`src/rtl/arp_req_parse.sv`:
```
// Receive-side ARP request parser: reads offsets 12..41 of a stored frame, checks for an
// ARP request addressed to LOCAL_IP, latches the sender MAC/IP and hands off to the reply builder.
module arp_req_parse #(
  parameter logic [31:0] LOCAL_IP   = 32'hC0A8_0A02,
  parameter logic [9:0]  FRAME_BASE = 10'd0,
  parameter int          RD_LAT     = 2
) (
  input  logic        iDm9000aClk,
  input  logic        iRst_n,
  input  logic        iRunStart,
  output logic [9:0]  oRamAddr,
  output logic        oRamRden,
  input  logic [7:0]  iRamQ,
  output logic [47:0] oMacPc,
  output logic [31:0] oIpPc,
  output logic        oArpReq,
  input  logic        iAckDone,
  output logic        oDone,
  output logic        oDrop,
  output logic        oBusy
);

  typedef enum logic [1:0] {S_IDLE, S_READ, S_DRAIN, S_REQ} state_t;

  state_t            r_state;
  logic [4:0]        r_iss;
  logic [4:0]        r_idx;
  logic [RD_LAT-1:0] r_pipe;
  logic              r_bad;

  logic              w_issue;
  logic [RD_LAT:0]   w_pipe_nx;
  logic              w_cmp_vld;
  logic [8:0]        w_exp;
  logic              w_miss;
  logic              w_last;
  logic              w_bad_final;

  // {check-enable, expected byte} for compare index idx (frame offset 12+idx)
  function automatic logic [8:0] exp_byte(input logic [4:0] idx);
    logic [8:0] v;
    case (idx)
      5'd0:    v = 9'h108;
      5'd1:    v = 9'h106;
      5'd2:    v = 9'h100;
      5'd3:    v = 9'h101;
      5'd4:    v = 9'h108;
      5'd5:    v = 9'h100;
      5'd6:    v = 9'h106;
      5'd7:    v = 9'h104;
      5'd8:    v = 9'h100;
      5'd9:    v = 9'h101;
      5'd26:   v = {1'b1, LOCAL_IP[31:24]};
      5'd27:   v = {1'b1, LOCAL_IP[23:16]};
      5'd28:   v = {1'b1, LOCAL_IP[15:8]};
      5'd29:   v = {1'b1, LOCAL_IP[7:0]};
      default: v = 9'h000;
    endcase
    return v;
  endfunction

  assign w_issue     = (r_state == S_READ);
  assign w_pipe_nx   = {r_pipe, w_issue};
  assign w_cmp_vld   = r_pipe[RD_LAT-1];
  assign w_exp       = exp_byte(r_idx);
  assign w_miss      = w_cmp_vld & w_exp[8] & (iRamQ != w_exp[7:0]);
  assign w_last      = w_cmp_vld & (r_idx == 5'd29);
  assign w_bad_final = r_bad | w_miss;

  // Issue/compare sequencing, field capture and the handshake FSM
  always_ff @(posedge iDm9000aClk or negedge iRst_n) begin
    if (!iRst_n) begin
      r_state  <= S_IDLE;
      r_iss    <= 5'd0;
      r_idx    <= 5'd0;
      r_pipe   <= '0;
      r_bad    <= 1'b0;
      oRamAddr <= 10'd0;
      oRamRden <= 1'b0;
      oMacPc   <= 48'd0;
      oIpPc    <= 32'd0;
      oArpReq  <= 1'b0;
      oDone    <= 1'b0;
      oDrop    <= 1'b0;
      oBusy    <= 1'b0;
    end else begin
      oDone  <= 1'b0;
      oDrop  <= 1'b0;
      r_pipe <= w_pipe_nx[RD_LAT-1:0];

      // The compare index trails the issue counter by the RAM latency
      if (w_cmp_vld) begin
        r_idx <= r_idx + 5'd1;
        if (w_miss) begin
          r_bad <= 1'b1;
        end
        if (r_idx >= 5'd10 && r_idx <= 5'd15) begin
          oMacPc <= {oMacPc[39:0], iRamQ};
        end
        if (r_idx >= 5'd16 && r_idx <= 5'd19) begin
          oIpPc <= {oIpPc[23:0], iRamQ};
        end
      end

      case (r_state)
        S_IDLE: begin
          if (iRunStart) begin
            r_bad    <= 1'b0;
            r_iss    <= 5'd0;
            r_idx    <= 5'd0;
            oRamAddr <= FRAME_BASE + 10'd12;
            oRamRden <= 1'b1;
            oBusy    <= 1'b1;
            r_state  <= S_READ;
          end
        end
        S_READ: begin
          if (r_iss == 5'd29) begin
            oRamRden <= 1'b0;
            r_state  <= S_DRAIN;
          end else begin
            r_iss    <= r_iss + 5'd1;
            oRamAddr <= FRAME_BASE + 10'd13 + {5'd0, r_iss};
          end
        end
        S_DRAIN: begin
          // Verdict is taken on the edge that compares the last byte
          if (w_last) begin
            oDone <= 1'b1;
            if (w_bad_final) begin
              oDrop   <= 1'b1;
              oBusy   <= 1'b0;
              r_state <= S_IDLE;
            end else begin
              oArpReq <= 1'b1;
              r_state <= S_REQ;
            end
          end
        end
        S_REQ: begin
          if (iAckDone) begin
            oArpReq <= 1'b0;
            oBusy   <= 1'b0;
            r_state <= S_IDLE;
          end
        end
        default: begin
          r_state <= S_IDLE;
        end
      endcase
    end
  end

endmodule

```
`config.mk`:
```
export PLATFORM = sky130hd
export DESIGN_NAME = arp_req_parse
export DESIGN_NICKNAME = d
export VERILOG_FILES = /design/src/rtl/arp_req_parse.sv
export SDC_FILE = /design/constraint.sdc
export NUM_CORES = 1
export LEC_CHECK = 0
export ABC_CLOCK_PERIOD_IN_PS = 2000
export CAP_MARGIN = 20
export CORE_ASPECT_RATIO = 2
export CORE_MARGIN = 10
export CORE_UTILIZATION = 45
export CTS_CLUSTER_SIZE = 8
export DETAILED_ROUTE_END_ITERATION = 8
export DONT_BUFFER_PORTS = 1
export PLACE_DENSITY = 0.63
export SLEW_MARGIN = 20
export SYNTH_ARGS = -nofsm -noshare
export SYNTH_HDL_FRONTEND = slang
export SYNTH_SLANG_ARGS = --single-unit
```
`constraint.sdc`:
```
create_clock -name iDm9000aClk -period 2 [get_ports iDm9000aClk]
set_input_delay 0.4 -clock iDm9000aClk [delete_from_list [all_inputs] [get_ports iDm9000aClk]]
set_output_delay 0.4 -clock iDm9000aClk [all_outputs]
set_load 0.03 [all_outputs]
```
==> reports/metrics.cfg <==
[clock_network]
path_clk_slew_ns=0.07
cts_max_path_buffers=2
cts_buffers=9
htree_levels=3
cts_tree=yes
cts_root_buf=clkbuf_16
clk_latency_ns=0.34
numClockSinks=104

[worst_setup_path]
crit_chain=ha_4 > buf_6 > mux2_4 > a31oi_4 > xnor2_2 > o41ai_4 > nand2b_1 > a311o_1
cp-start-kind=flip-flop
worstPathMaxFanout=4
arrival_ns=2.41
reg2reg_depth=8
critPathCaptureType=flip-flop
max_stage_delay_ns=0.45
worstPathRequired_ns=2.22
crit_type=reg -> reg
slowest_stage=dfrtp_2

[final_layout]
syn_to_final_growth_pct=20.6
antenna_cells=0
nFillCells=878
nets=408
drive_above_1_share=0.452
instances_no_fill=520
design_area_um2=5620

[logic_synthesis]
syn_inst=350
ys_ff_latch=104
ys_warn_count=0
synthFlopType=dfrtp_1
ys_seq_area_frac=0.558
ys_async_sr_fraction=1.00
synth_area_per_cell_um2=13.3
synth_edf_count=0
synth_area_um2=4660
synth_cell_types=50

[pwr]
p_leak_nw=2.54
vdd_ir_drop_max_uv=716
p_per_area_nw_per_um2=1880

[floorplan]
num_io_pins=107
dieArea_um2=15100
rows=52
die-height_um=164
core_um2=10100
start_util=0.460
die_x_um=92.0

[grt]
grt_overflow=0
grt_usage=0.140
grt_max_degree=105
grt_pass1_vias=2917
grt_antenna_before_repair=0
grt_pass1_wl_um=16500

[place]
io_buffers=0
place_area_um2=5000
dp.cells=495
place_hpwl_um=7660
routabilityCongestion=0.828

[worst_hold_path]
hold_class=in -> async

[drt]
vias_per_cell=5.39
ant_nets=0
initialDrtViolationCount=109
drc_errors=0
dr.pass1.iters=4
vias=2802
wl_per_cell_um=20.5
routed_wirelength_um=10700

[run_status]
violations=hold timing, setup timing
outcome=finished, violations left

[timing]
whs_ns=-0.252
rsz0062_at_grt=true
final.setup_skew_ns=0.00936
fin_ws_ns=-0.194
setup_viol_count_final=11
slew_headroom=0.666
drv_slew=0
worstMarginPinSlew_ns=0.499
fmax_mhz=456
min_period_ns=2.19
fin_crit_sh=1.10
hold_viol=104

[job]
cap_violations=0

-- flip-flops by register name (all words and copies together) (netlist names), 2 cells and up --
signal and count:
r_state 2, oIpPc 32, oMacPc 48, r_pipe 2, r_iss 5, r_idx 5
oRamAddr 4
-- metal layers --
metal / up-vias / routed length (um) / global-route usage
met5: - / 0 / 0
met4: 0 / 319 / 0.0698
met3: 15 / 745 / 0.0489
met2: 77 / 6240 / 0.263
met1: 1423 / 3350 / 0.127
li1: 1287 / - / -
-- power breakdown --
part           switching [W]  internal (W)  leakage (nW)
combinational        0.00150       0.00196          1.08
sequential           0.00234       0.00295          1.30
clock               0.000795       0.00103         0.155
total                0.00463       0.00594          2.54
-- kinds of logic after synthesis --
kind of cell               count (synthesis)  synth area share
muxes                                     85             0.205
other                                      1          0.000804
DFF                                      104             0.558
adders and majority gates                 16            0.0429
AOI/OAI and AO/OA                         43            0.0671
xor gates and xnor gates                   8            0.0150
buffers and inverters                     36            0.0416
and+or+nand+nor                           57            0.0697
-- what timing repair did --
item,in CTS,in global routing
hold endpoints to repair,104,104
pin swaps,12,9
gates cloned,2,1
gates resized for setup,31,9
setup endpoints to repair,53,27
setup buffers,6,1
-- cells in the mapped netlist (2+ instances only) --
library cell | number | area [um^2]
o211a_1 | 2 | 20.0
a211oi_1 | 2 | 15.0
nand3_1 | 7 | 35.0
buf_6 | 2 | 22.5
o22ai_1 | 4 | 25.0
o21ai_0 | 11 | 55.1
dfrtp_1 | 104 | 2600
buf_2 | 3 | 15.0
a21o_1 | 2 | 15.0
mux2_2 | 80 | 901
xor2_1 | 5 | 43.8
ha_1 | 16 | 200
inv_1 | 13 | 48.8
nor3b_1 | 2 | 15.0
a21oi_1 | 8 | 40.0
and2_1 | 2 | 12.5
nand4b_1 | 2 | 17.5
and3_2 | 2 | 15.0
buf_4 | 8 | 60.1
nand2_1 | 6 | 22.5
nand4_1 | 4 | 25.0
a31oi_1 | 3 | 18.8
or3_1 | 2 | 12.5
clkbuf_1 | 6 | 22.5
mux2i_1 | 4 | 40.0
nor3_1 | 5 | 25.0
xnor2_1 | 3 | 26.3
buf_1 | 3 | 11.3
o31ai_1 | 2 | 15.0
nor2_1 | 13 | 48.8
nand2b_1 | 4 | 25.0
or2_2 | 2 | 12.5
-- cell type report --
cell class / instances / area, um^2 / area share
tap: 135 / 169 / 0.0300
clock inverter: 6 / 76.3 / 0.0136
inverter: 13 / 53.8 / 0.00957
timing repair buffer: 39 / 448 / 0.0796
sequential: 104 / 2610 / 0.463
clock buffer: 10 / 239 / 0.0425
multi-input combinational: 213 / 2030 / 0.362
-- worst max-delay path: cells and delay by family (launching register included) --
family	cells	cell delay, ns
flops	1	0.45
mux	1	0.29
buf+inv	1	0.12
simple gates	1	0.10
fa+ha+maj	1	0.19
xor+xnor	1	0.11
compound gates	3	0.84
-- placed cells by master (no fill, tap or decap), types with 6 or more instances in the layout --
| cell | instances |
|---|---|
| buf_12 | 6 |
| o21ai_0 | 9 |
| inv_1 | 10 |
| dfrtp_1 | 102 |
| nand3_1 | 7 |
| buf_4 | 24 |
| ha_1 | 8 |
| mux2_2 | 80 |
| buf_6 | 6 |
| clkbuf_16 | 10 |
| nor2_1 | 12 |
-- through the flow --
| stage | setup TNS (ns) | utilization | setup slack (ns) | total power, W |
|---|---|---|---|---|
| floorplan | -0.893 | - | -0.205 | 0.00733 |
| global placement | -6.13 | 0.493 | -0.220 | 0.00826 |
| detailed placement | -8.19 | 0.493 | -0.273 | 0.00840 |
| CTS | -0.853 | 0.547 | -0.209 | 0.0106 |
| global route | -1.59 | 0.554 | -0.293 | 0.0112 |
| finish | -0.797 | 0.554 | -0.194 | 0.0106 |
-- worst paths after layout --
path | from | end | slack [ns]
worst max-delay path | r_idx[1] | oArpReq | -0.19
worst min-delay path | iRst_n | oIpPc[28] | -0.25
worst max register to register | r_idx[1] | oArpReq | -0.19
worst min register to register | r_pipe[0] | r_pipe[1] | 0.35
max in group asynchronous | iRst_n | oMacPc[21] | 2.06
min in group iDm9000aClk | iRamQ[0] | oIpPc[0] | 0.21
Power figures use the tool's default switching activity.
